**config.mk**
```make
export PLATFORM = sky130hd
export DESIGN_NAME = fetch_decode_buffer
export DESIGN_NICKNAME = d
export VERILOG_FILES = /design/src/rtl/fetch_decode_buffer.sv
export SDC_FILE = /design/constraint.sdc
export NUM_CORES = 1
export LEC_CHECK = 0
export CAP_MARGIN = 10
export CORE_MARGIN = 2
export CORE_UTILIZATION = 40
export CTS_CLUSTER_SIZE = 28
export DETAILED_ROUTE_END_ITERATION = 10
export PLACE_DENSITY = 0.65
export SLEW_MARGIN = 20
export SYNTH_ARGS = -nofsm -noshare
export SYNTH_HDL_FRONTEND = slang
export SYNTH_SLANG_ARGS = --single-unit
```
**constraint.sdc**
```tcl
create_clock -name i_clk -period 5.03 [get_ports i_clk]
set_input_delay 1.2575 -clock i_clk [delete_from_list [all_inputs] [get_ports i_clk]]
set_output_delay 1.2575 -clock i_clk [all_outputs]
set_load 0.005 [all_outputs]
```
**src/rtl/fetch_decode_buffer.sv**
```systemverilog
// IF/ID pipeline register between fetch and decode.
// Registers the fetched 16-bit word with its PC and joins two-word
// instructions (opcode word followed by an immediate word) into one decode
// packet. Stall holds all state. Flush replaces the contents with a NOP
// bubble. Every output is driven straight from a flop.
module fetch_decode_buffer #(
  parameter int          PC_WIDTH     = 32,
  parameter int          IMM_FLAG_BIT = 12,
  parameter logic [15:0] NOP_WORD     = 16'h0000
) (
  input  logic                i_clk,
  input  logic                i_reset,
  input  logic [15:0]         i_instr,
  input  logic [PC_WIDTH-1:0] i_pc,
  input  logic                i_valid,
  input  logic                i_stall,
  input  logic                i_flush,
  output logic [15:0]         o_instr,
  output logic [15:0]         o_imm,
  output logic [PC_WIDTH-1:0] o_pc,
  output logic                o_valid,
  output logic                o_wait_imm
);

  typedef enum logic {
    IDLE,
    WAIT_IMM
  } state_t;

  state_t                state, state_next;
  logic [15:0]           instr_q, instr_next;
  logic [15:0]           imm_q, imm_next;
  logic [PC_WIDTH-1:0]   pc_q, pc_next;
  logic                  valid_q, valid_next;
  logic [15:0]           held_instr, held_instr_next;
  logic [PC_WIDTH-1:0]   held_pc, held_pc_next;

  // Next-state and next-output logic. Flush has priority over stall, and
  // stall has priority over a normal update. Every value holds by default.
  always_comb begin
    state_next      = state;
    instr_next      = instr_q;
    imm_next        = imm_q;
    pc_next         = pc_q;
    valid_next      = valid_q;
    held_instr_next = held_instr;
    held_pc_next    = held_pc;

    if (i_flush) begin
      state_next      = IDLE;
      instr_next      = NOP_WORD;
      imm_next        = 16'h0000;
      pc_next         = '0;
      valid_next      = 1'b0;
      held_instr_next = 16'h0000;
      held_pc_next    = '0;
    end else if (!i_stall) begin
      // Start from a bubble. The cases below overwrite it when a packet is completed.
      instr_next = NOP_WORD;
      imm_next   = 16'h0000;
      pc_next    = '0;
      valid_next = 1'b0;
      case (state)
        IDLE: begin
          if (i_valid) begin
            if (i_instr[IMM_FLAG_BIT]) begin
              held_instr_next = i_instr;
              held_pc_next    = i_pc;
              state_next      = WAIT_IMM;
            end else begin
              instr_next = i_instr;
              pc_next    = i_pc;
              valid_next = 1'b1;
            end
          end
        end
        WAIT_IMM: begin
          // The immediate word is taken whole. Its flag bit carries no meaning here.
          if (i_valid) begin
            instr_next = held_instr;
            imm_next   = i_instr;
            pc_next    = held_pc;
            valid_next = 1'b1;
            state_next = IDLE;
          end
        end
        default: begin
          state_next = IDLE;
        end
      endcase
    end
  end

  // State and output registers. Reset returns the buffer to an empty bubble.
  always_ff @(posedge i_clk or posedge i_reset) begin
    if (i_reset) begin
      state      <= IDLE;
      instr_q    <= NOP_WORD;
      imm_q      <= 16'h0000;
      pc_q       <= '0;
      valid_q    <= 1'b0;
      held_instr <= 16'h0000;
      held_pc    <= '0;
    end else begin
      state      <= state_next;
      instr_q    <= instr_next;
      imm_q      <= imm_next;
      pc_q       <= pc_next;
      valid_q    <= valid_next;
      held_instr <= held_instr_next;
      held_pc    <= held_pc_next;
    end
  end

  assign o_instr    = instr_q;
  assign o_imm      = imm_q;
  assign o_pc       = pc_q;
  assign o_valid    = valid_q;
  assign o_wait_imm = (state == WAIT_IMM);

endmodule

```
==> out/metrics.yaml, run 1 <==
core-area_sq_mm: 0.0115
setup_tns_ns: 0
violations: "DRC"
post_cts_resized: 0
initial_utilization_pct: 41.2
final_nets: 575
synth_top_area_share_pct: 60.1
path_max_fanout: 48
syn-num-nets: 473
grt_max_degree: 98
finalCritPeriodShare_pct: 61.9
post_cts_buffers: 0
outcome: "complete, but fails checks"
ys_ff_latch: 114
cp-start-kind: "primary input"
root_buffer: "clkbuf_16"
grt_pass1_wl_mm: 20.0
skew_ns: 0.00520
cts_max_level: 4
wl_per_cell_microns: 17.7
area_growth_pct: 35.8
setup_viol: 0
synthesis.area_sq_mm: 0.00474
critPathBufInv: 1
hpwlAfterDp_mm: 7.26
antenna_found_initial: 0
critPathTopFamily: "simple AND/OR/NAND/NOR gates"
vias: 3701
io_pins: 119
cp_slowest_stage_delay_ns: 0.71
worst_hold_path_type: "flip-flop to flip-flop"
cts_tree: "built"
gp_congestion: 0.700
overflow: 0
drive_above_1_share_pct: 7.30
cts_hold_buf: 0
row_count: 39
place_area_sq_mm: 0.00594
stdcell_area_sq_mm: 0.00644
async_reset_ff_share_pct: 100
synth_cells: 420
yosysTopAreaCell: "dfrtp_1"
ys.flop_type: "dfrtp_1"
cap_viol_max_count: 0
critPathKind: "primary input to flip-flop"
synth_cell_types: 25
layout.cells.non_filler: 677
fmax_mhz: 321
synth_warnings: 0
pwr_density_cell_mw_per_mm2: 338
yosysMostFrequentCell: "dfrtp_1"
avgSynthCellArea_sq_um: 11.3
cpMaxStageDelayCell: "or3b_4"
clock-sinks: 114
yosys-top-cells-area: "dfrtp_1, a22o_1, nor3b_1"
timing.final.ws_setup_ns: 1.92
clk_path_buf_depth: 2
ys_seq_area_share_pct: 60.1
grt_usage_pct: 20.1
period_minus_slack_ns: 3.11
cts_buffers: 17
io_buffer_count: 118
fp.dieW_microns: 113
slew_violations: 0
arrival_ns: 3.45
drtPass1Iterations: 8
grt_pass1_vias: 3883
cp_data_required_time_ns: 5.36
post-route-drc-count: 9
drt_wl_total_mm: 12.0
rsz0062_at_grt: "no"
synth_edf_count: 0
synth_common_cells: "dfrtp_1, a22o_1, nand2_1, o21ai_0, a21oi_1"
drt.antenna.violating_nets: 0
p_total_mw: 2.18
diodes: 0
dr.first_iter.drc_count: 245
p_leak_nw: 2.79
die_y_microns: 113
worst_pin_slew_ns: 0.958
peakVddDrop_v: 0.000218
dp_cells: 646
hold_viol_final: 0
relSlewSlack_pct: 36.1
crit_path_end_kind: "flip-flop"
clk_latency_ns: 0.40
worstPathCellList: "clkdlybuf4s50_1 -> or3b_4 -> nor2_8 -> a22o_1"
die_area_sq_mm: 0.0127
fillers: 996
vias_per_cell: 5.47
place_ws_ns: 1.50
clkTransAtPathRegs_ns: 0.05
==> logic make-up (layout without fill, tap and decap cells) <==
kind of cell           Yosys count  after routing  share of synthesized area (%)
buffers and inverters           42            156                           4.85
and+or+nand+nor                102            102                           12.3
DFF                            114            114                           60.1
muxes                            1              1                          0.211
AOI/OAI and AO/OA              161            161                           22.5
==> metrics by stage <==
stage	hold WS (ns)	util, %
2_1_floorplan	0.449	-
3_3_place_gp	0.463	51.6
3_5_place_dp	0.473	51.6
4_1_cts	0.484	56.0
5_1_grt	0.496	56.0
6_report	0.478	56.0
==> power by group <==
group | internal, mW | switching (mW) | leakage [nW] | total [mW]
Sequential | 0.942 | 0.0140 | 1.57 | 0.956
Combinational | 0.0887 | 0.101 | 0.961 | 0.190
Clock | 0.644 | 0.388 | 0.257 | 1.03
==> area by class of cell <==
type,count,area (sq um),share of cell area [%]
Sequential cell,114,2850,44.3
Multi-Input combinational cell,264,1680,26.1
Timing Repair Buffer,123,1210,18.8
Clock buffer,24,472,7.32
Tap cell,143,179,2.78
Clock inverter,7,35.0,0.544
Inverter,2,10.0,0.155
==> sequential cells by signal, indices dropped and copies added, names as in the netlist <==
signal	cells
o_instr	16
o_pc	32
o_imm	16
o_valid	1
held_pc	32
held_instr	16
o_wait_imm	1
==> layout by cell type (no fill, tap or decap) <==
cell / Yosys / final
clkdlybuf4s50_1: 0 / 117
dfrtp_1: 114 / 113
a22o_1: 62 / 62
nand2_1: 47 / 47
o21ai_0: 47 / 47
nor3b_1: 44 / 44
a21oi_1: 45 / 44
clkbuf_16: 0 / 17
clkinv_2: 0 / 7
clkbuf_1: 21 / 5
buf_4: 2 / 5
nor2_1: 4 / 4
a22oi_1: 4 / 4
nor2b_1: 3 / 2
clkbuf_8: 0 / 2
a21oi_4: 0 / 1
nand2b_1: 1 / 1
or3b_4: 1 / 1
nor2_8: 1 / 1
a22o_4: 1 / 1
nor2b_4: 0 / 1
inv_1: 2 / 1
a21o_1: 1 / 1
inv_4: 0 / 1
and3_1: 1 / 1
mux2i_1: 1 / 1
a32oi_1: 1 / 1
buf_2: 6 / 1
dfrtp_2: 0 / 1
==> per-layer routing <==
metal,wire (microns),vias up,track usage [%],part of all wire [%]
met5,0,-,0,0
met4,114,0,7.07,0.95
met3,738,9,5.89,6.2
met2,5470,125,29.8,46
met1,5650,1849,28.5,47
li1,-,1718,-,-
==> final timing paths <==
kind / depth (start not counted) / startpoint / slack (ns) / to
setup / recovery: 4 / i_flush / 1.92 / held_pc[31]$_DFFE_PP0P_
setup reg to reg: 5 / o_wait_imm$_DFFE_PP0P_ / 2.72 / held_pc[31]$_DFFE_PP0P_
min in group asynchronous: 2 / i_reset / 1.37 / o_pc[25]$_DFFE_PP0P_
hold reg to reg: 2 / o_pc[5]$_DFFE_PP0P_ / 0.48 / o_pc[5]$_DFFE_PP0P_
max in group asynchronous: 3 / i_reset / 2.81 / held_pc[29]$_DFFE_PP0P_
hold / removal: 2 / o_pc[5]$_DFFE_PP0P_ / 0.48 / o_pc[5]$_DFFE_PP0P_
==> worst min-delay path: stages, from the launching register on <==
cell and delay [ns]:
dfrtp_1 0.34, nand2_1 0.04, o21ai_0 0.06
Note: power is estimated with default switching activity, not from simulation.
==> inputs of run 2 (changes only) <==
--- a/config.mk
+++ b/config.mk
@@ -10,7 +10,7 @@
 export CORE_UTILIZATION = 40
 export CTS_CLUSTER_SIZE = 28
 export DETAILED_ROUTE_END_ITERATION = 10
-export PLACE_DENSITY = 0.65
+export PLACE_DENSITY = 0.68
 export SLEW_MARGIN = 20
 export SYNTH_ARGS = -nofsm -noshare
 export SYNTH_HDL_FRONTEND = slang
==> constraint.sdc (replaced) <==
create_clock -name i_clk -period 2.5 [get_ports i_clk]
set_input_delay 0.625 -clock i_clk [delete_from_list [all_inputs] [get_ports i_clk]]
set_output_delay 0.625 -clock i_clk [all_outputs]
set_load 0.005 [all_outputs]
==> out/metrics.yaml, run 2 (synthesized netlist as in run 1, its figures left out) <==
drt.antenna.violating_nets: 0
pwr_density_cell_mw_per_mm2: 744
io_pins: 119
power_frac_clock_pct: 53.5
power_frac_seq_pct: 38.5
setup_tns_ns: 0
p_int_mw: 3.90
area_growth_pct: 41.6
peakVddDrop_v: 0.000369
cp-start-kind: "flip-flop"
clkTransAtPathRegs_ns: 0.06
root_buffer: "clkbuf_16"
skew_ns: 0.00998
combPwrFrac_pct: 7.9
critPathBufInv: 1
relSlewSlack_pct: 66.0
fp.dieW_microns: 113
violations: "DRC"
row_count: 39
cap_viol_max_count: 0
whs_path_depth: 2
grt_usage_pct: 19.7
worst_pin_slew_ns: 0.510
overflow: 0
grt_pass1_wl_mm: 19.8
sw_frac_of_total_pct: 21.8
p_switching_mw: 1.09
initial_utilization_pct: 41.2
final_common_cell: "clkdlybuf4s50_1"
fillers: 956
drive_above_1_share_pct: 9.93
critPathKind: "flip-flop to output port"
post_cts_resized: 0
clock-sinks: 114
io_buffer_count: 118
cp_slowest_stage_delay_ns: 0.60
arrival_ns: 1.57
cts_buffers: 17
worstPathCellList: "clkdlybuf4s50_1"
diodes: 0
core-area_sq_mm: 0.0115
p_leak_nw: 2.89
post_cts_buffers: 0
timing.final.ws_setup_ns: 0.305
final_nets: 584
die_area_sq_mm: 0.0127
period_minus_slack_ns: 2.20
grt_max_degree: 68
post-route-drc-count: 10
path_max_fanout: 16
place_ws_ns: 0.164
critPathTopFamily: "buffers and inverters"
setup_viol: 0
rsz0062_at_grt: "no"
crit_cells: 1
drt_wl_total_mm: 11.8
finalCritPeriodShare_pct: 87.8
cts_hold_buf: 0
hpwlAfterDp_mm: 7.34
fin_util_pct: 58.3
slew_violations: 0
grt_pass1_vias: 3943
gp_congestion: 0.781
layout_common_cells: "clkdlybuf4s50_1, dfrtp_1, a22o_1, nand2_1, o21ai_0"
worst_hold_path_type: "flip-flop to flip-flop"
outcome: "complete, but fails checks"
cts_tree: "built"
clk_path_buf_depth: 2
dr.first_iter.drc_count: 268
hold_viol_final: 0
r2r_cells: 5
crit_path_end_kind: "output port"
fmax_mhz: 456
vias_per_cell: 5.50
clk_latency_ns: 0.41
cts_max_level: 4
cp_data_required_time_ns: 1.88
wl_per_cell_microns: 17.2
antenna_found_initial: 0
vias: 3780
cpMaxStageDelayCell: "clkdlybuf4s50_1"
drtPass1Iterations: 9
die_y_microns: 113
==> run 2: cell types whose count changed in the layout (fill, tap and decap cells not counted), moves of 4 or more <==
cell / delta
buf_12: +4
buf_4: +5
bufinv_16: +5
clkbuf_1: -5
clkinv_2: -6
clkinvlp_4: +8
==> run 2: through the flow <==
stage / area, sq um / total power, mW / instances / hold WS (ns)
after global routing: 6720 / 5.19 / 687 / 0.499
after floorplan: 4750 / 2.14 / 420 / 0.449
after detailed placement: 6060 / 2.35 / 655 / 0.474
after CTS: 6720 / 5.04 / 687 / 0.485
after global placement: 6060 / 2.34 / 655 / 0.462
final: 6720 / 5.00 / 687 / 0.482
==> run 2: final cells by class <==
cell class                      instances  area, sq um  area share, %
Tap cell                              143          179           2.66
Clock buffer                           19          453           6.74
Timing Repair Buffer                  132         1330           19.8
Inverter                                2         11.3          0.168
Multi-Input combinational cell        264         1680           25.0
Sequential cell                       114         2850           42.5
Clock inverter                         13          208           3.09
==> run 2: final timing paths <==
check                                  startpoint                         end  slack (ns)
max in group asynchronous                 i_reset  held_instr[13]$_DFFE_PP0P_        1.24
min in group asynchronous                 i_reset     held_pc[23]$_DFFE_PP0P_        0.58
setup reg to reg           o_wait_imm$_DFFE_PP0P_     held_pc[26]$_DFFE_PP0P_        0.65
hold reg to reg               o_pc[3]$_DFFE_PP0P_         o_pc[3]$_DFFE_PP0P_        0.48
hold / removal                o_pc[3]$_DFFE_PP0P_         o_pc[3]$_DFFE_PP0P_        0.48
setup / recovery           o_wait_imm$_DFFE_PP0P_                  o_wait_imm        0.30
==> run 2: power by group through the flow <==
stage / logic (mW) / clock network (mW) / registers (mW)
global route: 0.438 / 2.82 / 1.93
detailed placement: 0.400 / 0 / 1.95
floorplan: 0.195 / 0 / 1.95
CTS: 0.403 / 2.71 / 1.92
global placement: 0.391 / 0 / 1.95
finish: 0.397 / 2.67 / 1.92
==> run 2: per-layer routing <==
metal | vias to the layer above | global-route usage [%] | part of all wire (%)
met1 | 1898 | 26.3 | 46
met5 | - | 0 | 0
met4 | 0 | 7.56 | 1.6
met2 | 126 | 30.8 | 47
li1 | 1740 | - | -
met3 | 16 | 5.46 | 5.5
